`src/rtl/stack_mem_ctrl.sv`:
```
`default_nettype none
// stack_mem_ctrl: data-stack sequencer for the Forth CPU.
// Owns the stack pointer and drives a single-port, 1-cycle-read-latency stack RAM.
module stack_mem_ctrl #(
  parameter int DW    = 12,
  parameter int AW    = 12,
  parameter int BASE  = 75,
  parameter int LIMIT = 127
) (
  input  logic          clk,
  input  logic          rst,
  input  logic          cmd_valid,
  input  logic [1:0]    cmd_op,
  input  logic [DW-1:0] cmd_data,
  output logic          cmd_ready,
  output logic          rsp_valid,
  output logic [DW-1:0] rsp_data,
  input  logic          rsp_ready,
  output logic          err_ovf,
  output logic          err_udf,
  output logic [AW-1:0] sp,
  output logic [AW-1:0] depth,
  output logic [AW-1:0] mem_addr,
  output logic          mem_we,
  output logic [DW-1:0] mem_wdata,
  output logic          mem_re,
  input  logic [DW-1:0] mem_rdata
);

  localparam logic [1:0]    OP_PUSH = 2'b01;
  localparam logic [1:0]    OP_POP  = 2'b10;
  localparam logic [1:0]    OP_SET  = 2'b11;
  localparam logic [AW-1:0] BASE_A  = AW'(BASE);
  localparam logic [AW-1:0] LIMIT_A = AW'(LIMIT);
  localparam logic [AW-1:0] ONE_A   = AW'(1);

  typedef enum logic [2:0] {
    IDLE   = 3'd0,
    WR     = 3'd1,
    RD     = 3'd2,
    RDWAIT = 3'd3,
    RSP    = 3'd4
  } state_t;

  state_t        state;
  state_t        state_nx;
  logic [AW-1:0] new_sp;
  logic          push_ok;
  logic          pop_ok;
  logic          set_ok;

  assign new_sp    = cmd_data[AW-1:0];
  assign cmd_ready = (state == IDLE);
  assign rsp_valid = (state == RSP);
  assign depth     = sp - BASE_A;

  always_ff @(posedge clk) begin
    if (rst) state <= IDLE;
    else     state <= state_nx;
  end

  always_comb begin
    push_ok  = (sp < LIMIT_A);
    pop_ok   = (sp > BASE_A);
    set_ok   = (new_sp >= BASE_A) && (new_sp <= LIMIT_A);
    state_nx = state;
    case (state)
      IDLE: begin
        if (cmd_valid) begin
          if (cmd_op == OP_PUSH && push_ok)     state_nx = WR;
          else if (cmd_op == OP_POP && pop_ok)  state_nx = RD;
        end
      end
      WR:      state_nx = IDLE;
      RD:      state_nx = RDWAIT;
      RDWAIT:  state_nx = RSP;
      RSP:     if (rsp_ready) state_nx = IDLE;
      default: state_nx = IDLE;
    endcase
  end

  // RAM strobes are registered at the accept edge so they are live during WR/RD;
  // address and write data simply hold outside those cycles.
  always_ff @(posedge clk) begin
    if (rst) begin
      sp        <= BASE_A;
      rsp_data  <= '0;
      err_ovf   <= 1'b0;
      err_udf   <= 1'b0;
      mem_we    <= 1'b0;
      mem_re    <= 1'b0;
      mem_addr  <= '0;
      mem_wdata <= '0;
    end else begin
      err_ovf <= 1'b0;
      err_udf <= 1'b0;
      mem_we  <= 1'b0;
      mem_re  <= 1'b0;
      case (state)
        IDLE: begin
          if (cmd_valid) begin
            case (cmd_op)
              OP_PUSH: begin
                if (push_ok) begin
                  mem_we    <= 1'b1;
                  mem_addr  <= sp;
                  mem_wdata <= cmd_data;
                end else begin
                  err_ovf <= 1'b1;
                end
              end
              OP_POP: begin
                if (pop_ok) begin
                  mem_re   <= 1'b1;
                  mem_addr <= sp - ONE_A;
                end else begin
                  err_udf <= 1'b1;
                end
              end
              OP_SET: begin
                if (set_ok) sp <= new_sp;
                else        err_ovf <= 1'b1;
              end
              default: ;
            endcase
          end
        end
        WR:      sp <= sp + ONE_A;
        RD:      sp <= sp - ONE_A;
        RDWAIT:  rsp_data <= mem_rdata;
        default: ;
      endcase
    end
  end

endmodule
`default_nettype wire

```
`config.mk`:
```
export PLATFORM = sky130hd
export DESIGN_NAME = stack_mem_ctrl
export DESIGN_NICKNAME = d
export VERILOG_FILES = /design/src/rtl/stack_mem_ctrl.sv
export SDC_FILE = /design/constraint.sdc
export NUM_CORES = 1
export LEC_CHECK = 0
export CORE_MARGIN = 3
export CORE_UTILIZATION = 46
export DETAILED_ROUTE_END_ITERATION = 7
export PLACE_DENSITY_LB_ADDON = 0.1
export SLEW_MARGIN = 0
export SYNTH_ARGS = -nofsm -noshare
export SYNTH_HDL_FRONTEND = slang
export SYNTH_SLANG_ARGS = --single-unit
export TNS_END_PERCENT = 20
```
`constraint.sdc`:
```
create_clock -name clk -period 2.5 [get_ports clk]
set_input_delay 0.5 -clock clk [delete_from_list [all_inputs] [get_ports clk]]
set_output_delay 0.5 -clock clk [all_outputs]
set_load 0.02 [all_outputs]
```
# [Word level (Yosys, flattened, before mapping)]
# Cells that the tools add are included.
[totals] reg_bits=55 input_bits=30
[op_classes] n_addsub=3 magnitude_cmp=4 eq_ne=14 mux=18 n_bitwise=4 n_reduce_logical=13
[op_table] operator="12-bit two-way mux" n=5
[op_table] operator="12-bit case mux with 3 select lines" n=1
[op_table] operator="12-bit case mux with 2 select lines" n=1
[op_table] operator="12-bit by 1-bit adder with 12-bit output (second input constant)" n=1
[op_table] operator="12-bit by 7-bit >= comparator with 1-bit output (second input constant)" n=1
[op_table] operator="12-bit by 7-bit > comparator with 1-bit output (second input constant)" n=1
[op_table] operator="12-bit by 7-bit less-or-equal comparator with 1-bit output (second input constant)" n=1
[op_table] operator="12-bit by 7-bit < comparator with 1-bit output (second input constant)" n=1
[op_table] operator="3-bit two-way mux" n=4
[op_table] operator="3-bit case mux with 4 select lines" n=1
[op_table] operator="12-bit by 1-bit subtractor with 12-bit output (second input constant)" n=1
[op_table] operator="12-bit by 7-bit subtractor with 12-bit output (second input constant)" n=1
[op_table] operator="4-bit AND reduction" n=2
[op_table] operator="4-bit OR reduction" n=2
[op_table] operator="3-bit by 2-bit equality test with 1-bit output (second input constant)" n=2
[op_table] operator="2-bit by 1-bit inequality test with 1-bit output (second input constant)" n=3
[op_table] operator="2-bit inequality test (second input constant)" n=3
[op_table] operator="1-bit two-way mux" n=5
[op_table] operator="5-bit AND reduction" n=1
[op_table] operator="2-bit equality test (second input constant)" n=2
[op_table] operator="1-bit NOT" n=4
[op_table] operator="3-bit by 1-bit equality test with 1-bit output (second input constant)" n=1
[op_table] operator="3-bit equality test (second input constant)" n=1
[op_table] operator="1-bit logical AND" n=3
[op_table] operator="8 further kinds" n=8

# [Depth between registers and ports, before layout]
[logic_depth] ltp_word=6 mapped_depth=9 mapped_depth_nobuf=7

# [Worst setup path before layout]
# No wires, ideal clock.
[synth_path] kind="flip-flop to output port" from="reg sp[2]" to="out depth[11]" arrival_ps=1880 slack_ps=120 stages_incl_launch_ff=7 path_buffers=1 path_cell_list="dfxtp_1 > buf_1 > a21oi_1 > nand2b_1 > a21boi_0 > nor2_1 > xnor2_1"
[synth_between] elab_chain_len=1
[synth_rtl] item="from (decl)" line_no="21" source="output logic [AW-1:0] sp,"
[synth_rtl] item="from (signal assigned)" line_no="121" source="if (set_ok) sp <= new_sp;"
[synth_rtl] item="from (signal assigned)" line_no="128" source="WR: sp <= sp + ONE_A;"
[synth_rtl] item="from (signal assigned)" line_no="129" source="RD: sp <= sp - ONE_A;"
[synth_rtl] item="12-bit by 7-bit subtractor with 12-bit output" line_no="55" source="assign depth = sp - BASE_A;"
[synth_rtl] item="to (decl)" line_no="22" source="output logic [AW-1:0] depth,"
# Every way passes these cells.

# [Final worst setup path]
[layout_path] from="in cmd_data[7]" to="reg sp[3]"
[layout_between] elab_chain_len=4 elab_cells_between_ends=5
[layout_rtl] item="from (decl)" line_no="14" source="input logic [DW-1:0] cmd_data,"
[layout_rtl] item="12-bit by 7-bit >= comparator with 1-bit output or 12-bit by 7-bit less-or-equal comparator with 1-bit output (tied branches)" line_no="65" source="set_ok = (new_sp >= BASE_A) && (new_sp <= LIMIT_A);"
[layout_rtl] item="1-bit logical AND (*)" line_no="65"
[layout_rtl] item="2-bit by 1-bit inequality test with 1-bit output (no line) (*)"
[layout_rtl] item="4-bit AND reduction (no line) (*)"
# Mark *: on every way between the ends. The rest lies on a longest branch, timed or not.
# A chain may end at the register's enable or synchronous reset.

==> out/results.ini <==
[place]
postPlaceCellArea_sq_um = 4208
numPortBuffers = 95
detailedPlace.worstSlack_ns = -0.3770
dp_hpwl_mm = 6.599
place_congestion = 0.9075
placed_cells = 559

[floorplan]
io_pins = 96
dieWidth_microns = 86.49
fp.dieH_microns = 86.49
rows = 28
dieArea_sq_um = 7481
core-area_sq_um = 6096
start_util_pct = 48.89

[final_layout]
design_area_sq_um = 4354
nFillCells = 494
multi_input_area_sq_um = 1722
layout-drive-gt1-share_pct = 12.98
n_antenna_cell = 0
seq_area_sq_um = 1101
instances_no_fill = 568
final_core_util_pct = 71.43
nets = 524
syn_to_final_growth_pct = 46.10

[synth]
synth_area_sq_um = 2980
async_flop_share_pct = 0
synth_cells = 381
synth_area_per_cell_sq_um = 7.822
synthDistinctLibCells = 52
ys.flop_type = dfxtp_1
ys_ff_latch = 55
ys_seq_area_share_pct = 36.94
synth_warnings = 0
synth_edf_count = 0
postSynthNetCount = 413

[global_routing]
gr-total-overflow = 0
antenna_found_initial = 0
grt_max_degree = 28
grt_pass1_vias = 3030
grt_pass1_wl_mm = 14.37
track_usage_pct = 23.47

[worst_setup_path]
r2r-start = state[0]$_SDFFE_PP0P_
required_ns = 2.72
criticalPathCategory = in2reg
cp_max_fo = 6
rr_endpoint = sp[3]$_SDFFE_PP1P_
critPathArrivalTime_ns = 2.68
rr_worst_depth = 5
r2r_slack_ns = 0.36
crit_path_start_kind = input port
end_kind = register

[worst_hold_path]
hold_path.class = reg2reg
min_from = rsp_data[6]$_SDFFE_PP0P_
whs_path_depth = 2
hold_path_end = rsp_data[6]$_SDFFE_PP0P_

[clock_tree]
clock_latency_ns = 0.32
root_buffer = clkbuf_8
cts_buffer_depth = 2
htreeDepth = 2
clk_pin_slew_ns = 0.11
cts_tree = built
cts_setup_buffers = 0
cts_buffers = 5
hold_buffers = 0
cts.sink_count = 55

[drt]
met1_length_mm = 3.891
num_vias = 3216
wirelength_mm = 8.890
dr_wl_met3_microns = 755
routed_via_density = 5.662
drtAntennaViolNets = 0
drc = 0
drt-pass1-iter-count = 5
top_layer_used = met4
drt_iter0_markers = 287
wl_per_cell_microns = 15.65
dr_wl_met2_mm = 4.130

[flow_run]
maxCapViolCount = 0

[timing]
slew_viol_final = 0
layout_setup_ws_ns = 0.03331
final-hold-violation-count = 0
skew_ns = 0.008798
fin_crit_sh_pct = 98.67
setup-violations-final = 0
worstMarginPinSlew_ns = 0.7612
rsz0062_at_grt = yes
period_needed_ns = 2.467
fmax_mhz = 405.4
max_slew_margin_pct = 49.07

[power_and_ir_drop]
p_switching_w = 0.0005968
pwr_density_cell_nw_per_um2 = 471.1
switching_share_pct = 29.10
p_clk_share_pct = 29.9
irDropWorstVdd_uv = 307.2
power_frac_seq_pct = 44.9
leakagePower_nw = 1.651
power_frac_comb_pct = 25.2
p_int_w = 0.001454
p_total_w = 0.002051

[status]
outcome = completed

## worst max-delay path: stages
cell and delay [ns]:
clkdlybuf4s50_1 0.43, or4b_4 0.55, or4_4 0.57, o21ai_4 0.23
o21ai_1 0.11, a211o_1 0.30
## registers in the layout, indices dropped and copies added, names as in the netlist
register,count
err_ovf,1
err_udf,1
mem_addr,12
mem_re,1
mem_wdata,12
mem_we,1
rsp_data,12
sp,12
state,3
## cell usage after synthesis (3+ instances only)
| cell | number | area (sq um) |
|---|---|---|
| dfxtp_1 | 55 | 1101 |
| nand2_1 | 44 | 165.2 |
| nor2_1 | 43 | 161.4 |
| a21oi_1 | 31 | 155.2 |
| clkbuf_1 | 27 | 101.4 |
| a211oi_1 | 14 | 105.1 |
| mux2i_1 | 14 | 140.1 |
| xnor2_1 | 14 | 122.6 |
| inv_1 | 11 | 41.29 |
| nand3_1 | 11 | 55.05 |
| xor2_1 | 11 | 96.34 |
| nor3_1 | 10 | 50.05 |
| o21ai_0 | 9 | 45.04 |
| nor4_1 | 7 | 43.79 |
| o21ai_1 | 6 | 30.03 |
| o22ai_1 | 6 | 37.54 |
| nand2b_1 | 5 | 31.28 |
| nor3b_1 | 5 | 37.54 |
| o211ai_1 | 5 | 37.54 |
| buf_2 | 4 | 20.02 |
| a21o_1 | 3 | 22.52 |
| a311oi_1 | 3 | 26.28 |
| a32oi_1 | 3 | 26.28 |
| and2_1 | 3 | 18.77 |
## repair_timing
action / in CTS / in global routing
pin swaps: 0 / 0
setup endpoints to repair: 12 / 16
cloned: 0 / 1
resized for setup: 8 / 11
## kinds of logic (layout without fill, tap and decap cells)
group                      count (synthesis)  in the layout  share of synthesized area, %
AOI/OAI and AO/OA                         96             97                         21.03
adders and majority gates                  2              2                        0.8395
DFF                                       55             55                         36.94
xor gates and xnor gates                  25             25                         7.347
and+or+nand+nor                          143            143                         22.92
muxes                                     14             14                         4.702
buffers and inverters                     46            157                         6.213
## placed cells by master, fill, tap and decap left out, types with 3 or more instances in the layout
cell | synthesis | routed
a211oi_1 | 14 | 14
xnor2_1 | 14 | 14
nor2_1 | 43 | 43
nand2b_1 | 5 | 5
a32oi_1 | 3 | 3
o21ai_1 | 6 | 7
xor2_1 | 11 | 11
nand2_1 | 44 | 44
nand3_1 | 11 | 11
a311oi_1 | 3 | 3
inv_1 | 11 | 11
nor3_1 | 10 | 10
buf_4 | 0 | 41
o22ai_1 | 6 | 6
clkdlybuf4s50_1 | 0 | 85
o21ai_0 | 9 | 8
nor3b_1 | 5 | 5
a21o_1 | 3 | 3
o211ai_1 | 5 | 5
nor4_1 | 7 | 7
mux2i_1 | 14 | 14
and2_1 | 3 | 3
a21oi_1 | 31 | 31
dfxtp_1 | 55 | 55
dlymetal6s2s_1 | 0 | 4
clkbuf_8 | 0 | 5
## metal layers
metal / track usage, % / up-vias
li1: - / 1559
met1: 30.22 / 1490
met2: 39.50 / 151
met3: 5.989 / 16
met4: 5.382 / 0
met5: 0 / -
## area by class of cell
| type | count | area share, % |
|---|---|---|
| Clock inverter | 3 | 1.006 |
| Multi-Input combinational cell | 281 | 39.54 |
| Sequential cell | 55 | 25.29 |
| Tap cell | 75 | 2.155 |
| Timing Repair Buffer | 137 | 29.31 |
| Inverter | 12 | 1.121 |
| Clock buffer | 5 | 1.580 |
## power groups by stage
stage / Clock, W / Sequential, W / Combinational, W
after floorplan: 0 / 0.000973 / 0.000230
after CTS: 0.000613 / 0.000921 / 0.000516
after global routing: 0.000634 / 0.000924 / 0.000554
final: 0.000614 / 0.000920 / 0.000517
after detailed placement: 0 / 0.000940 / 0.000526
after global placement: 0 / 0.000940 / 0.000519
## how the worst max path moves through the flow
stage | start | endpoint | depth (start not counted)
finish | cmd_data[7] | sp[3]$_SDFFE_PP1P_ | 6
global route | sp[0]$_SDFFE_PP1P_ | depth[8] | 6
CTS | sp[0]$_SDFFE_PP1P_ | depth[10] | 7
floorplan | sp[2]$_SDFFE_PP0P_ | depth[11] | 6
detailed placement | cmd_data[7] | sp[1]$_SDFFE_PP1P_ | 6
global placement | cmd_data[7] | sp[1]$_SDFFE_PP1P_ | 6
## per-stage QoR
step	hold WS (ns)	setup TNS, ns
3_3_place_gp	0.4411	-3.543
3_5_place_dp	0.4496	-3.869
6_report	0.4632	0
2_1_floorplan	0.5268	0
5_1_grt	0.4842	-0.07765
4_1_cts	0.4656	-0.1158
Note: power is estimated with default switching activity, not from simulation.
